$ cat src/rtl/alu_arbiter_if.sv
// rtl/alu_arbiter_if.sv - request, ALU and response bus shared by alu_arbiter and its neighbours
interface alu_arbiter_if #(
    parameter int XLEN = 32
);
    // Requester port 0
    logic            req0_valid;
    logic            req0_ready;
    logic [2:0]      req0_funct3;
    logic            req0_funct7_5;
    logic [XLEN-1:0] req0_i1;
    logic [XLEN-1:0] req0_i2;

    // Requester port 1
    logic            req1_valid;
    logic            req1_ready;
    logic [2:0]      req1_funct3;
    logic            req1_funct7_5;
    logic [XLEN-1:0] req1_i1;
    logic [XLEN-1:0] req1_i2;

    // Shared ALU
    logic [2:0]      alu_funct3;
    logic            alu_funct7_5;
    logic [XLEN-1:0] alu_i1;
    logic [XLEN-1:0] alu_i2;
    logic [XLEN-1:0] alu_out;

    // Response register
    logic            rsp_valid;
    logic            rsp_ready;
    logic            rsp_id;
    logic [XLEN-1:0] rsp_data;

    // Arbiter side
    modport slave (
        input  req0_valid, req0_funct3, req0_funct7_5, req0_i1, req0_i2,
        output req0_ready,
        input  req1_valid, req1_funct3, req1_funct7_5, req1_i1, req1_i2,
        output req1_ready,
        output alu_funct3, alu_funct7_5, alu_i1, alu_i2,
        input  alu_out,
        output rsp_valid, rsp_id, rsp_data,
        input  rsp_ready
    );

    // Requesters, ALU and response consumer side
    modport master (
        output req0_valid, req0_funct3, req0_funct7_5, req0_i1, req0_i2,
        input  req0_ready,
        output req1_valid, req1_funct3, req1_funct7_5, req1_i1, req1_i2,
        input  req1_ready,
        input  alu_funct3, alu_funct7_5, alu_i1, alu_i2,
        output alu_out,
        input  rsp_valid, rsp_id, rsp_data,
        output rsp_ready
    );
endinterface

$ cat src/rtl/alu_arbiter.sv
// rtl/alu_arbiter.sv - two-port arbiter for one registered ALU; ALU_ARB_RR_EN selects round-robin over fixed priority
module alu_arbiter #(
    parameter int XLEN = 32
) (
    input  logic          clk,
    input  logic          rst,
    alu_arbiter_if.slave  bus
);

    typedef enum logic [1:0] {
        IDLE = 2'd0,
        EXEC = 2'd1,
        HOLD = 2'd2
    } state_t;

    state_t          state_q, state_d;
    logic            inflight_id_q, inflight_id_d;
    logic            rsp_valid_q, rsp_valid_d;
    logic            rsp_id_q, rsp_id_d;
    logic [XLEN-1:0] rsp_data_q, rsp_data_d;
`ifdef ALU_ARB_RR_EN
    logic            last_q, last_d;
`endif

    logic            issue;
    logic            grant0;
    logic            grant1;
    logic [2:0]      alu_funct3;
    logic            alu_funct7_5;
    logic [XLEN-1:0] alu_i1;
    logic [XLEN-1:0] alu_i2;

    // Pick at most one winner while the ALU slot is free (idle, or held result being drained)
    always_comb begin
        issue = !rst && ((state_q == IDLE) || ((state_q == HOLD) && bus.rsp_ready));
`ifdef ALU_ARB_RR_EN
        // On conflict the port that did not win last time goes first
        grant1 = issue && bus.req1_valid && (!bus.req0_valid || !last_q);
        grant0 = issue && bus.req0_valid && !grant1;
`else
        // Port 0 always wins a conflict; port 1 only gets idle slots
        grant0 = issue && bus.req0_valid;
        grant1 = issue && bus.req1_valid && !bus.req0_valid;
`endif
    end

    // Steer the winner's operation onto the ALU; zeros when nothing is granted
    always_comb begin
        alu_funct3   = 3'b000;
        alu_funct7_5 = 1'b0;
        alu_i1       = '0;
        alu_i2       = '0;
        if (grant0) begin
            alu_funct3   = bus.req0_funct3;
            alu_funct7_5 = bus.req0_funct7_5;
            alu_i1       = bus.req0_i1;
            alu_i2       = bus.req0_i2;
        end else if (grant1) begin
            alu_funct3   = bus.req1_funct3;
            alu_funct7_5 = bus.req1_funct7_5;
            alu_i1       = bus.req1_i1;
            alu_i2       = bus.req1_i2;
        end
    end

    // Next-state logic: grant -> EXEC, capture ALU result -> HOLD, drain -> IDLE or re-issue
    always_comb begin
        state_d       = state_q;
        inflight_id_d = inflight_id_q;
        rsp_valid_d   = rsp_valid_q;
        rsp_id_d      = rsp_id_q;
        rsp_data_d    = rsp_data_q;
`ifdef ALU_ARB_RR_EN
        last_d        = last_q;
        if (grant0 || grant1) begin
            last_d = grant1;
        end
`endif
        case (state_q)
            IDLE: begin
                if (grant0 || grant1) begin
                    state_d       = EXEC;
                    inflight_id_d = grant1;
                end
            end
            EXEC: begin
                // The registered ALU output now reflects the granted operands
                rsp_data_d  = bus.alu_out;
                rsp_id_d    = inflight_id_q;
                rsp_valid_d = 1'b1;
                state_d     = HOLD;
            end
            HOLD: begin
                if (bus.rsp_ready) begin
                    rsp_valid_d = 1'b0;
                    if (grant0 || grant1) begin
                        state_d       = EXEC;
                        inflight_id_d = grant1;
                    end else begin
                        state_d = IDLE;
                    end
                end
            end
            default: begin
                state_d     = IDLE;
                rsp_valid_d = 1'b0;
            end
        endcase
    end

    // State and response registers; reset drops any in-flight or held result
    always_ff @(posedge clk) begin
        if (rst) begin
            state_q       <= IDLE;
            inflight_id_q <= 1'b0;
            rsp_valid_q   <= 1'b0;
            rsp_id_q      <= 1'b0;
            rsp_data_q    <= '0;
`ifdef ALU_ARB_RR_EN
            last_q        <= 1'b1;
`endif
        end else begin
            state_q       <= state_d;
            inflight_id_q <= inflight_id_d;
            rsp_valid_q   <= rsp_valid_d;
            rsp_id_q      <= rsp_id_d;
            rsp_data_q    <= rsp_data_d;
`ifdef ALU_ARB_RR_EN
            last_q        <= last_d;
`endif
        end
    end

    assign bus.req0_ready   = grant0;
    assign bus.req1_ready   = grant1;
    assign bus.alu_funct3   = alu_funct3;
    assign bus.alu_funct7_5 = alu_funct7_5;
    assign bus.alu_i1       = alu_i1;
    assign bus.alu_i2       = alu_i2;
    assign bus.rsp_valid    = rsp_valid_q;
    assign bus.rsp_id       = rsp_id_q;
    assign bus.rsp_data     = rsp_data_q;

endmodule

$ cat src/flat_wrapper.sv
// flat-port wrapper written by rule: the top's interface ports become plain ports
module alu_arbiter_flat 
#(
    parameter int XLEN = 32
)
  (clk, rst, bus_req0_valid, bus_req0_funct3, bus_req0_funct7_5, bus_req0_i1, bus_req0_i2, bus_req0_ready, bus_req1_valid, bus_req1_funct3, bus_req1_funct7_5, bus_req1_i1, bus_req1_i2, bus_req1_ready, bus_alu_funct3, bus_alu_funct7_5, bus_alu_i1, bus_alu_i2, bus_alu_out, bus_rsp_valid, bus_rsp_id, bus_rsp_data, bus_rsp_ready);
  alu_arbiter_if #(.XLEN(XLEN)) bus_i ();
  input  logic clk;
  input  logic rst;
  input wire logic [$bits(bus_i.req0_valid)-1:0] bus_req0_valid;
  input wire logic [$bits(bus_i.req0_funct3)-1:0] bus_req0_funct3;
  input wire logic [$bits(bus_i.req0_funct7_5)-1:0] bus_req0_funct7_5;
  input wire logic [$bits(bus_i.req0_i1)-1:0] bus_req0_i1;
  input wire logic [$bits(bus_i.req0_i2)-1:0] bus_req0_i2;
  output wire logic [$bits(bus_i.req0_ready)-1:0] bus_req0_ready;
  input wire logic [$bits(bus_i.req1_valid)-1:0] bus_req1_valid;
  input wire logic [$bits(bus_i.req1_funct3)-1:0] bus_req1_funct3;
  input wire logic [$bits(bus_i.req1_funct7_5)-1:0] bus_req1_funct7_5;
  input wire logic [$bits(bus_i.req1_i1)-1:0] bus_req1_i1;
  input wire logic [$bits(bus_i.req1_i2)-1:0] bus_req1_i2;
  output wire logic [$bits(bus_i.req1_ready)-1:0] bus_req1_ready;
  output wire logic [$bits(bus_i.alu_funct3)-1:0] bus_alu_funct3;
  output wire logic [$bits(bus_i.alu_funct7_5)-1:0] bus_alu_funct7_5;
  output wire logic [$bits(bus_i.alu_i1)-1:0] bus_alu_i1;
  output wire logic [$bits(bus_i.alu_i2)-1:0] bus_alu_i2;
  input wire logic [$bits(bus_i.alu_out)-1:0] bus_alu_out;
  output wire logic [$bits(bus_i.rsp_valid)-1:0] bus_rsp_valid;
  output wire logic [$bits(bus_i.rsp_id)-1:0] bus_rsp_id;
  output wire logic [$bits(bus_i.rsp_data)-1:0] bus_rsp_data;
  input wire logic [$bits(bus_i.rsp_ready)-1:0] bus_rsp_ready;
  assign bus_i.req0_valid = bus_req0_valid;
  assign bus_i.req0_funct3 = bus_req0_funct3;
  assign bus_i.req0_funct7_5 = bus_req0_funct7_5;
  assign bus_i.req0_i1 = bus_req0_i1;
  assign bus_i.req0_i2 = bus_req0_i2;
  assign bus_req0_ready = bus_i.req0_ready;
  assign bus_i.req1_valid = bus_req1_valid;
  assign bus_i.req1_funct3 = bus_req1_funct3;
  assign bus_i.req1_funct7_5 = bus_req1_funct7_5;
  assign bus_i.req1_i1 = bus_req1_i1;
  assign bus_i.req1_i2 = bus_req1_i2;
  assign bus_req1_ready = bus_i.req1_ready;
  assign bus_alu_funct3 = bus_i.alu_funct3;
  assign bus_alu_funct7_5 = bus_i.alu_funct7_5;
  assign bus_alu_i1 = bus_i.alu_i1;
  assign bus_alu_i2 = bus_i.alu_i2;
  assign bus_i.alu_out = bus_alu_out;
  assign bus_rsp_valid = bus_i.rsp_valid;
  assign bus_rsp_id = bus_i.rsp_id;
  assign bus_rsp_data = bus_i.rsp_data;
  assign bus_i.rsp_ready = bus_rsp_ready;
  alu_arbiter #(.XLEN(XLEN)) u_core (.clk(clk), .rst(rst), .bus(bus_i));
endmodule
$ cat config.mk
export PLATFORM = sky130hd
export DESIGN_NAME = alu_arbiter_flat
export DESIGN_NICKNAME = d
export VERILOG_FILES = /design/src/rtl/alu_arbiter_if.sv /design/src/rtl/alu_arbiter.sv /design/src/flat_wrapper.sv
export SDC_FILE = /design/constraint.sdc
export NUM_CORES = 1
export LEC_CHECK = 0
export ABC_CLOCK_PERIOD_IN_PS = 3600
export CELL_PAD_IN_SITES_DETAIL_PLACEMENT = 1
export CELL_PAD_IN_SITES_GLOBAL_PLACEMENT = 2
export CORE_MARGIN = 4
export CORE_UTILIZATION = 12
export CTS_BUF_LIST = sky130_fd_sc_hd__clkbuf_16
export CTS_CLUSTER_DIAMETER = 200
export DETAILED_ROUTE_END_ITERATION = 8
export MAX_ROUTING_LAYER = met4
export PLACE_DENSITY = 0.95
export RECOVER_POWER = 50
export SETUP_SLACK_MARGIN = 0.4
export SYNTH_ARGS = -nofsm -noshare
export SYNTH_HDL_FRONTEND = slang
export SYNTH_SLANG_ARGS = --single-unit
$ cat constraint.sdc
create_clock -name clk -period 3.6 [get_ports clk]
set_input_delay 1.08 -clock clk [delete_from_list [all_inputs] [get_ports clk]]
set_output_delay 1.08 -clock clk [all_outputs]
set_load 0.01 [all_outputs]
==> flow_summary.json <==
{
  "final_core_util": 0.325,
  "path_cells": "clkbuf_1, or3_4, buf_12, buf_16, buf_6, nor2_4, buf_6",
  "grt_usage": 0.132,
  "synth_top_cell_area_share": 0.328,
  "rr_endpoint": "u_core.bus.rsp_data[14]",
  "power_switching_uw": 460,
  "final_layout_size_suffix_gt1_frac": 0.239,
  "ant_nets": 0,
  "fillers": 2148,
  "antennaDiodeCount": 0,
  "syn-cell-area_sq_um": 2260,
  "cts-root-buf": "clkbuf_16",
  "p_int_mw": 1.09,
  "synth.distinct_cells": 19,
  "r2r-start": "u_core.state_q[1]",
  "yosys_warnings": 0,
  "numCtsBuffers": 5,
  "fin_skew_ns": 0.00359,
  "cap_violations": 1,
  "dr_wl_met3_um": 915,
  "synth.avg_cell_area_sq_um": 6.91,
  "slew_violations": 36,
  "syn_to_final_growth_pct": 163,
  "hold_class": "register to register",
  "synth_area_leaders": "dfxtp_1 (33%), a22oi_1 (23%), nor2_1 (12%)",
  "netlist_instances": 327,
  "reg2reg_depth": 4,
  "cp-start-kind": "input pin",
  "irDropWorstVdd_uv": 145,
  "multiInputGateArea_sq_um": 1460,
  "hold_start": "u_core.bus.rsp_data[5]",
  "status": "finished, violations left",
  "num_rows": 49,
  "seq_area_sq_um": 741,
  "drt_first_iter_violations": 128,
  "crit_top_cell": "buf_6",
  "antenna_found_initial": 0,
  "holdPathEnd": "u_core.bus.rsp_data[5]",
  "max_stage_delay_ns": 0.48,
  "cts.clk_slew.worst_paths_ns": 0.05,
  "hpwl_um": 10400,
  "setup_viol": 0,
  "crit_path_end_kind": "primary output",
  "via_count": 3563,
  "fmax_mhz": 296,
  "die_h_um": 145,
  "drc": 0,
  "grt_pass1_vias": 3752,
  "grt-ovfl-total": 0,
  "period_needed_ns": 3.38,
  "gp_congestion": 0.822,
  "grt_pass1_wl_um": 21500,
  "relSlewSlack": -0.0905,
  "io_pins": 277,
  "worstSkewPairLatency_ns": 0.28,
  "hold_slack_ns": 0.449,
  "vias_per_cell": 4.21,
  "slowest_stage": "or3_4",
  "clock_path_buffers": 2,
  "clkPwrFrac": 0.271,
  "grt_max_degree": 36,
  "routed_wl_um": 14700,
  "power_density_nw_per_um2": 261,
  "cts_tree": "built",
  "critPathKind": "input pin to primary output",
  "die_w_um": 145,
  "die-area_sq_um": 21100,
  "syn_nets": 500,
  "ys_seq_area_frac": 0.328,
  "highest_layer": "met4",
  "cp.arrival_ns": 2.30,
  "cts_hold_buffers": 0,
  "ff2ff_setup_slack_ns": 2.08,
  "p_sw_frac": 0.297,
  "p_seq_frac": 0.290,
  "critPathLaunch": "rst",
  "core_area_sq_um": 18300,
  "min_path_cells": 2,
  "layout.nets": 790,
  "fin_crit_sh": 0.938,
  "worst_pin_slew_ns": 1.64,
  "cp_max_fo": 7,
  "yosysTopAreaCell": "dfxtp_1",
  "drt-met1-wl_um": 5810,
  "clkSinkCount": 37,
  "route.met2.wl_um": 7840,
  "start_util": 0.124,
  "hold_viol_final": 0,
  "wire_per_inst_um": 17.4,
  "firstDrtPassIters": 4,
  "port_buffers": 276,
  "power_leakage_nw": 2.39,
  "worst_ep_required_time_ns": 2.52,
  "ys_ff_latch": 37,
  "comb_power_share": 0.439,
  "cts_htree_levels": 2,
  "violations": "max-capacitance violations, max-slew violations",
  "grt_setup_unrepaired": "true"
}
sequential cells by signal, summed over array words and instances, names as in the netlist:
| signal | flops |
|---|---|
| u_core.bus.rsp_data | 32 |
| u_core.bus.rsp_id | 1 |
| u_core.bus.rsp_valid | 1 |
| u_core.inflight_id_q | 1 |
| u_core.state_q | 2 |
logic make-up after synthesis:
group / share of synthesized area
AO/OA/AOI/OAI: 0.316
buffers and inverters: 0.102
flip-flops: 0.328
AND/OR/NAND/NOR: 0.255
layout by cell type, fill, tap and decap left out, types with 3 or more instances in the layout:
cell type,synthesis,layout
a22oi_2,0,7
nor2_4,0,16
nand2_1,66,66
clkbuf_16,0,7
inv_1,2,3
buf_16,0,9
nor2_1,72,55
clkbuf_2,0,18
a21oi_1,34,34
buf_12,0,7
buf_6,9,22
dfxtp_1,37,37
dlygate4sd3_1,0,33
buf_2,10,13
clkdlybuf4s15_2,0,22
clkdlybuf4s50_1,0,169
buf_4,2,17
dlygate4sd2_1,0,3
a22oi_1,68,61
how the worst max path moves through the flow:
stage / cells past startpoint / to / slack, ns
2_1_floorplan: 5 / bus_alu_funct3[0] / 0.52
3_3_place_gp: 6 / bus_req0_ready / -0.52
3_5_place_dp: 6 / bus_req0_ready / -0.54
4_1_cts: 6 / bus_alu_i1[28] / 0.22
5_1_grt: 7 / bus_alu_i2[7] / 0.19
6_report: 7 / bus_alu_i2[7] / 0.22
power groups by stage:
stage / registers (mW) / logic (mW) / clock network, mW
2_1_floorplan: 0.470 / 0.198 / 0
3_3_place_gp: 0.459 / 0.581 / 0
3_5_place_dp: 0.460 / 0.586 / 0
4_1_cts: 0.451 / 0.657 / 0.435
5_1_grt: 0.453 / 0.728 / 0.444
6_report: 0.450 / 0.681 / 0.420
cells in the mapped netlist:
library cell / number
a22oi_1: 68
buf_2: 10
nor2_2: 1
or3_1: 1
o211a_1: 1
buf_4: 2
nor2b_1: 3
a21oi_1: 34
clkbuf_1: 15
o21bai_1: 1
o311a_1: 1
dfxtp_1: 37
nand2_1: 66
o21ai_0: 1
nand2b_1: 2
nor2b_4: 1
inv_1: 2
nor2_1: 72
buf_6: 9
critical path, delay by kind of cell:
| kind | cells | cell delay, ns |
|---|---|---|
| simple gates | 2 | 0.57 |
| buf+inv | 5 | 0.63 |
metal layers:
metal / up-vias / GRT usage
met5: - / -
met4: 0 / 0.0237
met3: 14 / 0.0290
met2: 168 / 0.245
met1: 1671 / 0.145
li1: 1710 / -
layout make-up:
cell class	count	share of cell area
Clock buffer	5	0.0211
Clock inverter	3	0.00232
Multi-Input combinational cell	252	0.246
Timing Repair Buffer	319	0.556
Inverter	2	0.00126
Sequential cell	37	0.125
Tap cell	229	0.0483
stage by stage:
step	setup WS (ns)	cell area, sq um	instances	total power [mW]	setup TNS, ns
CTS	0.219	5830	842	1.54	0
finish	0.222	5940	847	1.55	0
global route	0.186	5940	847	1.63	0
detailed placement	-0.543	5290	816	1.05	-35.43
floorplan	0.524	2260	327	0.667	0
global placement	-0.522	5290	816	1.04	-34.63
repair_timing:
action,4_1_cts,5_1_grt
cloned,9,2
endpoints found under the setup margin,70,70
pin swaps,18,7
resized for setup,232,88
setup buffers,9,3
Power figures use the tool's default switching activity.
